[config.mk]
export PLATFORM = sky130hd
export DESIGN_NAME = dma_round_robin_arbiter_flat
export DESIGN_NICKNAME = d
export VERILOG_FILES = /design/src/rtl/dma_round_robin_arbiter_if.sv /design/src/rtl/dma_round_robin_arbiter.sv /design/src/flat_wrapper.sv
export SDC_FILE = /design/constraint.sdc
export NUM_CORES = 1
export LEC_CHECK = 0
export CAP_MARGIN = 20
export CORE_UTILIZATION = 35
export CTS_BUF_LIST = sky130_fd_sc_hd__clkbuf_8 sky130_fd_sc_hd__clkbuf_16
export DETAILED_ROUTE_END_ITERATION = 10
export GPL_TIMING_DRIVEN = 1
export PLACE_DENSITY = 0.58
export SYNTH_ARGS = -nofsm -noshare
export SYNTH_HDL_FRONTEND = slang
export SYNTH_SLANG_ARGS = --single-unit
[constraint.sdc]
create_clock -name clock -period 3.4 [get_ports clock]
set_input_delay 0.51 -clock clock [delete_from_list [all_inputs] [get_ports clock]]
set_output_delay 0.51 -clock clock [all_outputs]
set_load 0.02 [all_outputs]
[src/rtl/dma_round_robin_arbiter_if.sv]
// Handshake bundle between one round-robin priority level, the fixed-priority
// arbiter above it and the transfer controller.
interface dma_round_robin_arbiter_if #(
  parameter int unsigned NUM_OF_BDS       = 4,
  parameter int unsigned NUM_OF_BDS_WIDTH = 2
);
  logic [NUM_OF_BDS-1:0]       bdReq;
  logic                        strReq;
  logic                        reqEn;
  logic                        tranDone;
  logic                        req;
  logic [NUM_OF_BDS_WIDTH-1:0] intDscrptrNum;
  logic                        strDscrptr;
  logic                        busy;

  modport master (
    output bdReq, strReq, reqEn, tranDone,
    input  req, intDscrptrNum, strDscrptr, busy
  );

  modport slave (
    input  bdReq, strReq, reqEn, tranDone,
    output req, intDscrptrNum, strDscrptr, busy
  );
endinterface

[src/rtl/dma_round_robin_arbiter.sv]
// Round-robin arbiter over the buffer descriptors (plus optional stream slot) of
// one priority level; offers a winner upstream and holds it until the transfer ends.
module dma_round_robin_arbiter #(
  parameter int unsigned NUM_OF_BDS       = 4,
  parameter int unsigned NUM_OF_BDS_WIDTH = 2,
  parameter int unsigned STR_SLOT_EN      = 0
) (
  input logic                    clock,
  input logic                    resetn,
  dma_round_robin_arbiter_if.slave bus
);

  localparam int unsigned N     = NUM_OF_BDS + STR_SLOT_EN;
  localparam int unsigned PTR_W = (N > 1) ? $clog2(N) : 1;

  typedef enum logic [1:0] {
    IDLE  = 2'd0,
    OFFER = 2'd1,
    HOLD  = 2'd2
  } state_t;

  state_t                      state_q, state_d;
  logic [PTR_W-1:0]            ptr_q, ptr_d;
  logic [PTR_W-1:0]            slot_q, slot_d;
  logic                        req_q, req_d;
  logic [NUM_OF_BDS_WIDTH-1:0] num_q, num_d;
  logic                        str_q, str_d;
  logic                        busy_q, busy_d;

  logic [N-1:0]                req_vec_c;
  logic [PTR_W-1:0]            idx_c;
  logic [PTR_W-1:0]            win_slot_c;
  logic                        win_valid_c;
  logic                        win_is_str_c;
  logic [PTR_W-1:0]            ptr_next_c;

  // Stream slot sits just above the BDs when present.
  if (STR_SLOT_EN != 0) begin : g_str
    assign req_vec_c = {bus.strReq, bus.bdReq};
  end else begin : g_nostr
    logic unused_str_c;
    assign req_vec_c    = bus.bdReq;
    assign unused_str_c = bus.strReq;
  end

  // First requesting slot at or after the pointer, wrapping modulo N.
  always_comb begin
    win_valid_c = 1'b0;
    win_slot_c  = '0;
    idx_c       = '0;
    for (int unsigned k = 0; k < N; k++) begin
      idx_c = ((32'(ptr_q) + k) >= N) ? PTR_W'(32'(ptr_q) + k - N)
                                       : PTR_W'(32'(ptr_q) + k);
      if (!win_valid_c && req_vec_c[idx_c]) begin
        win_valid_c = 1'b1;
        win_slot_c  = idx_c;
      end
    end
  end

  assign win_is_str_c = (STR_SLOT_EN != 0) && (32'(win_slot_c) == NUM_OF_BDS);
  assign ptr_next_c   = (32'(slot_q) == (N - 1)) ? '0 : slot_q + PTR_W'(1);

  always_ff @(posedge clock or negedge resetn) begin
    if (!resetn) begin
      state_q <= IDLE;
      ptr_q   <= '0;
      slot_q  <= '0;
      req_q   <= 1'b0;
      num_q   <= '0;
      str_q   <= 1'b0;
      busy_q  <= 1'b0;
    end else begin
      state_q <= state_d;
      ptr_q   <= ptr_d;
      slot_q  <= slot_d;
      req_q   <= req_d;
      num_q   <= num_d;
      str_q   <= str_d;
      busy_q  <= busy_d;
    end
  end

  always_comb begin
    state_d = state_q;
    ptr_d   = ptr_q;
    slot_d  = slot_q;
    req_d   = req_q;
    num_d   = num_q;
    str_d   = str_q;
    busy_d  = busy_q;
    case (state_q)
      IDLE: begin
        req_d = 1'b0;
        if (win_valid_c) begin
          slot_d  = win_slot_c;
          str_d   = win_is_str_c;
          num_d   = win_is_str_c ? '0 : NUM_OF_BDS_WIDTH'(win_slot_c);
          req_d   = 1'b1;
          state_d = OFFER;
        end
      end
      OFFER: begin
        // A grant in the same cycle as a withdrawal still wins.
        if (bus.reqEn) begin
          ptr_d   = ptr_next_c;
          req_d   = 1'b0;
          busy_d  = 1'b1;
          state_d = HOLD;
        end else if (!req_vec_c[slot_q]) begin
          req_d   = 1'b0;
          state_d = IDLE;
        end
      end
      HOLD: begin
        if (bus.tranDone) begin
          busy_d  = 1'b0;
          state_d = IDLE;
        end
      end
      default: begin
        req_d   = 1'b0;
        busy_d  = 1'b0;
        state_d = IDLE;
      end
    endcase
  end

  assign bus.req           = req_q;
  assign bus.intDscrptrNum = num_q;
  assign bus.strDscrptr    = str_q;
  assign bus.busy          = busy_q;

endmodule

[src/flat_wrapper.sv]
// flat-port wrapper written by rule: the top's interface ports become plain ports
module dma_round_robin_arbiter_flat 
#(
  parameter int unsigned NUM_OF_BDS       = 4,
  parameter int unsigned NUM_OF_BDS_WIDTH = 2,
  parameter int unsigned STR_SLOT_EN      = 0
)
  (clock, resetn, bus_bdReq, bus_strReq, bus_reqEn, bus_tranDone, bus_req, bus_intDscrptrNum, bus_strDscrptr, bus_busy);
  dma_round_robin_arbiter_if #(.NUM_OF_BDS(NUM_OF_BDS), .NUM_OF_BDS_WIDTH(NUM_OF_BDS_WIDTH)) bus_i ();
  input logic clock;
  input logic resetn;
  input wire logic [$bits(bus_i.bdReq)-1:0] bus_bdReq;
  input wire logic [$bits(bus_i.strReq)-1:0] bus_strReq;
  input wire logic [$bits(bus_i.reqEn)-1:0] bus_reqEn;
  input wire logic [$bits(bus_i.tranDone)-1:0] bus_tranDone;
  output wire logic [$bits(bus_i.req)-1:0] bus_req;
  output wire logic [$bits(bus_i.intDscrptrNum)-1:0] bus_intDscrptrNum;
  output wire logic [$bits(bus_i.strDscrptr)-1:0] bus_strDscrptr;
  output wire logic [$bits(bus_i.busy)-1:0] bus_busy;
  assign bus_i.bdReq = bus_bdReq;
  assign bus_i.strReq = bus_strReq;
  assign bus_i.reqEn = bus_reqEn;
  assign bus_i.tranDone = bus_tranDone;
  assign bus_req = bus_i.req;
  assign bus_intDscrptrNum = bus_i.intDscrptrNum;
  assign bus_strDscrptr = bus_i.strDscrptr;
  assign bus_busy = bus_i.busy;
  dma_round_robin_arbiter #(.NUM_OF_BDS(NUM_OF_BDS), .NUM_OF_BDS_WIDTH(NUM_OF_BDS_WIDTH), .STR_SLOT_EN(STR_SLOT_EN)) u_core (.clock(clock), .resetn(resetn), .bus(bus_i));
endmodule
# --- After elaboration in Yosys (flattened, before gate mapping) ---
# Index checks and enable logic that the tools add are counted.
classes:
  n_addsub: 8
  magnitude_cmp: 9
  eq_ne: 7
  n_mux: 35
  n_bitwise: 2
  n_reduce_logical: 12
ops:
  columns: ["operator", "count"]
  rows:
  - ["two-way mux 2 bit", 13]
  - ["< comparator 2 x 3 -> 1 bit (second input constant)", 5]
  - ["two-way mux 1 bit", 14]
  - ["binary-select mux 1 bit (select 2 bit)", 5]
  - ["greater-or-equal comparator 3 bit (second input constant)", 3]
  - ["subtractor 2 x 1 -> 2 bit (second input constant)", 4]
  - ["adder 2 x 2 -> 3 bit (second input constant)", 2]
  - ["one-hot mux 1 bit (3 select lines)", 2]
  - ["one-hot mux 2 bit (3 select lines)", 1]
  - ["AND reduction 2 bit", 3]
  - ["AND reduction 3 bit", 2]
  - ["== test 2 bit (second input constant)", 2]
  - ["!= test 2 bit (second input constant)", 2]
  - ["adder 2 x 1 -> 3 bit (second input constant)", 1]
  - ["greater-or-equal comparator 2 x 3 -> 1 bit (second input constant)", 1]
  - ["logical AND 1 bit", 3]
  - ["zero test 1 bit", 3]
  - ["!= test 3 bit (second input constant)", 1]
  - ["adder 2 x 1 -> 2 bit (second input constant)", 1]
  - ["== test 2 x 1 -> 1 bit (second input constant)", 1]
  - ["zero test 2 bit", 1]
  - ["!= test 2 x 1 -> 1 bit (second input constant)", 1]
  - ["inverter 1 bit", 2]
word_totals:
  ff_bits: 8
  in_bits: 9
  out_inout_bits: 5
  word_cells: 78

# --- Logic depth before layout (Yosys ltp) ---
logic_depth:
  depth_word: 16
  ltp_mapped: 4
  depth_no_buf: 3

# --- Least setup slack after synthesis ---
# No wires, ideal clock.
synth_timing:
  path_type: "input to register"
  startpoint: "input port bus_bdReq[1]"
  endpoint: "register u_core.slot_q[0]"
  setup_ns: 0.104
  t_arrival_ns: 1.185
  required_ns: 3.296
  setup_slack_ns: 2.112
  stages: 3
  path_buffers: 0
  path_cell_list: "nor4_2 or3_4 o41ai_2"
synth_via:
  elab_chain_len: 13
  elab_cells_between_ends: 23
  classes_between: "mux (16); reduce/logical (7)"
synth_rtl:
  columns: ["element", "line_no", "text"]
  rows:
  - ["start: declaration", "flat_wrapper.sv:12", "input wire logic [$bits(bus_i.bdReq)-1:0] bus_bdReq;"]
  - ["binary-select mux 1 bit (select 2 bit)", "dma_round_robin_arbiter.sv:54", "if (!win_valid_c && req_vec_c[idx_c]) begin"]
  - ["two-way mux 1 bit (not written as such)", "dma_round_robin_arbiter.sv:54", null]
  - ["two-way mux 1 bit", "dma_round_robin_arbiter.sv:54", null]
  - ["zero test 1 bit", "dma_round_robin_arbiter.sv:54", null]
  - ["logical AND 1 bit", "dma_round_robin_arbiter.sv:54", null]
  - ["two-way mux 1 bit", "dma_round_robin_arbiter.sv:54", null]
  - ["zero test 1 bit", "dma_round_robin_arbiter.sv:54", null]
  - ["logical AND 1 bit", "dma_round_robin_arbiter.sv:54", null]
  - ["two-way mux 1 bit", "dma_round_robin_arbiter.sv:54", null]
  - ["zero test 1 bit", "dma_round_robin_arbiter.sv:54", null]
  - ["logical AND 1 bit", "dma_round_robin_arbiter.sv:54", null]
  - ["two-way mux 1 bit", "dma_round_robin_arbiter.sv:54", null]
  - ["AND reduction 2 bit (no source line)", null, null]
  - ["end signal: assignment", "dma_round_robin_arbiter.sv:76", "slot_q <= slot_d;"]
  - ["end: declaration", "dma_round_robin_arbiter.sv:24", "logic [PTR_W-1:0] slot_q, slot_d;"]
# Several ways; a longest one is shown, not always the timed one. The select of a mux whose other input is x is not followed.
# A chain may end at the register's enable or synchronous reset.

==> flow_summary_export.csv <==
group,metric,value,unit
run_status,status,"complete, no violations",
logic_synthesis,syn-cell-area,502,µm²
worst_hold_path,holdCritStartpoint,"u_core.bus.busy",
setup_path,worst-r2r-cell-count,2,
timing,final.min_clock_period,1.82,ns
logic_synthesis,synth_largest_area_cell,"dfrtp_1",
setup_path,crit_family,"buffers and inverters",
route,vias,402,
final_layout,syn_to_final_growth,30.4,%
floorplan,initial_utilization,38.1,%
route,dr_wl_met3,40,µm
timing,skew,0.00333,ns
setup_path,arrival,1.31,ns
timing,setup_violations,0,
setup_path,path_buf_inv,1,
floorplan,fp.dieH,39.9,µm
timing,finalHoldViolCount,0,
route,routed_wl,986,µm
grt,antenna_found_initial,0,
pwr,p_leak,0.278,nW
logic_synthesis,yosys_warnings,0,
logic_synthesis,synth_area_leaders,"dfrtp_1 (40%), o31ai_1 (6.0%), mux2_1 (4.5%), a21oi_1 (4.0%), mux2i_1 (4.0%)",
grt,grt_usage,17.0,%
grt,grt_max_degree,11,
cts,clockBufferDepth,2,
pwr,ir_worst_vdd,323,µV
timing,rsz0062_at_grt,"no",
timing,slew_viol_final,0,
logic_synthesis,synth_fp_nets,61,
route,via_per_inst,5.22,
route,wl_met1,508,µm
cts,path_clk_slew,0.04,ns
cts,cts_made_buffers,3,
route,antenna_left,0,
route,top_layer,"met4",
route,dr_wl_met2,424,µm
logic_synthesis,yosys.area.top_type_share,39.9,%
route,drtIter0Drc,5,
setup_path,crit_chain,"clkdlybuf4s50_1",
floorplan,die_area,0.00159,mm²
cts,root_buffer,"clkbuf_8",
job,maxCapViolCount,0,
floorplan,coreArea,0.00132,mm²
cts,post_cts_buffers,0,
placed_design,dp_slack,1.41,ns
logic_synthesis,ys_types,26,
final_layout,final_cell_area,654,µm²
grt,grt_overflow,0,
final_layout,final_common_cell,"clkdlybuf4s50_1",
setup_path,worst_setup_path_end_kind,"primary output",
final_layout,fin_nets,74,
placed_design,io_buffers,11,
logic_synthesis,syn_avg_cell_area,9.84,µm²
timing,fin_crit_sh,53.5,%
floorplan,std_cell_rows,13,
timing,whs,0.512,ns
setup_path,critPathMaxStageDelay,0.64,ns
floorplan,ios,14,
cts,hold_buffers,0,
route,drc_errors,0,
route,drt_first_pass_iters,4,
setup_path,critPathMaxFanout,5,
setup_path,rrSetupSlack,2.06,ns
logic_synthesis,synthCells,51,
cts,clock-sinks,8,
timing,clock.fmax,0.550,GHz
setup_path,worstSetupPathType,"register to primary output",
worst_hold_path,min_path_type,"register to register",
timing,fin_tns_setup,0,ns
placed_design,placed_cell_area,613,µm²
worst_hold_path,hold_depth,2,
grt,grt_pass1_wl,1660,µm
cts,tritoncts,"built",
timing,setup_slack,1.58,ns
logic_synthesis,yosysSeqAreaShare,39.9,%
grt,grt_pass1_vias,351,
cts,clock_latency,0.23,ns
setup_path,slowest_stage,"clkdlybuf4s50_1",
final_layout,final_cell_mix,"clkdlybuf4s50_1 (11), dfrtp_1 (8), nand2_1 (5)",
setup_path,startpoint_type,"register",
cts,cts_max_level,1,
pwr,power_density,861,mW/mm²
final_layout,antenna_cells,0,
cts,cts_resized,0,
placed_design,gp_congestion,0.711,
floorplan,die_x,39.9,µm
placed_design,dp_hpwl,700,µm
setup_path,rr_startpoint,"u_core.state_q[0]",
final_layout,post_route_cells_drive_above_1_share,11.3,%
setup_path,cp_data_required_time,2.89,ns
worst_hold_path,whs_endpoint,"u_core.bus.busy",
logic_synthesis,synth-seq-cells,8,
setup_path,regToRegEndpoint,"u_core.slot_q[0]",
route,wl_per_cell,12.8,µm
final_layout,fillCellCount,121,
registers in the layout (all words and copies together) (netlist names):
register	flops
u_core.bus.busy	1
u_core.ptr_q	2
u_core.slot_q	2
u_core.state_q	2
u_core.bus.req	1
metrics by stage:
step / cells / utilization [%] / power (mW)
2_1_floorplan: 51 / - / 0.370
3_3_place_gp: 74 / 46.5 / 0.450
3_5_place_dp: 74 / 46.5 / 0.451
4_1_cts: 77 / 49.7 / 0.571
5_1_grt: 77 / 49.7 / 0.618
6_report: 77 / 49.7 / 0.564
kinds of logic (layout without fill, tap and decap cells):
| family | count (synthesis) | after routing | synth area share, % |
|---|---|---|---|
| DFF | 8 | 8 | 39.9 |
| and+or+nand+nor | 18 | 18 | 21.7 |
| muxes | 5 | 5 | 10.7 |
| adders and majority gates | 1 | 1 | 2.49 |
| AOI/OAI and AO/OA | 13 | 13 | 19.5 |
| other | 1 | 1 | 0.747 |
| buffers and inverters | 5 | 16 | 4.99 |
synthesized netlist by cell type:
master     count
o21ai_0        1
dfrtp_1        8
or2b_1         1
nor2b_1        1
nor4_2         1
nand2b_1       2
mux2_2         1
a311oi_1       1
or3_4          1
o32ai_1        1
inv_1          2
o41ai_2        1
nand3b_1       2
buf_2          2
nor2_1         3
mux2_1         2
ha_1           1
or2_1          1
mux2i_1        2
nand2_1        5
a2bb2oi_1      1
conb_1         1
a21oi_1        4
buf_4          1
nor3b_1        1
o31ai_1        4
routing by layer:
layer | vias to the layer above | global-route usage, %
li1 | 208 | -
met1 | 185 | 22.9
met2 | 7 | 21.8
met3 | 2 | 6.82
met4 | 0 | 10.3
met5 | - | 0
worst register-to-register path: cells and delay by family, from the launching register on:
kind,cells,cell delay [ns]
flip-flops,1,0.46
AND/OR/NAND/NOR,1,0.43
AO/OA/AOI/OAI,1,0.33
final cells by class:
| class | instances | area, µm² | area share [%] |
|---|---|---|---|
| clock buffer | 3 | 41.3 | 6.31 |
| inverter | 2 | 7.51 | 1.15 |
| multi-input combinational | 38 | 277 | 42.3 |
| sequential | 8 | 200 | 30.6 |
| tap | 15 | 18.8 | 2.87 |
| timing repair buffer | 11 | 110 | 16.8 |
worst max-delay path by stage:
stage,slack [ns],to,from,cells after the start
2_1_floorplan,2.11,u_core.slot_q[0],bus_bdReq[1],3
3_3_place_gp,1.39,u_core.slot_q[0],bus_bdReq[0],4
3_5_place_dp,1.41,u_core.slot_q[0],bus_bdReq[2],4
4_1_cts,1.57,bus_intDscrptrNum[1],u_core.slot_q[1],1
5_1_grt,1.54,bus_intDscrptrNum[1],u_core.slot_q[1],1
6_report,1.58,bus_intDscrptrNum[1],u_core.slot_q[1],1
power by group:
| group | total, mW | internal (mW) | switching [mW] |
|---|---|---|---|
| Sequential | 0.212 | 0.144 | 0.0687 |
| Clock | 0.114 | 0.0767 | 0.0376 |
| Combinational | 0.237 | 0.133 | 0.104 |
Power figures use the tool's default switching activity.
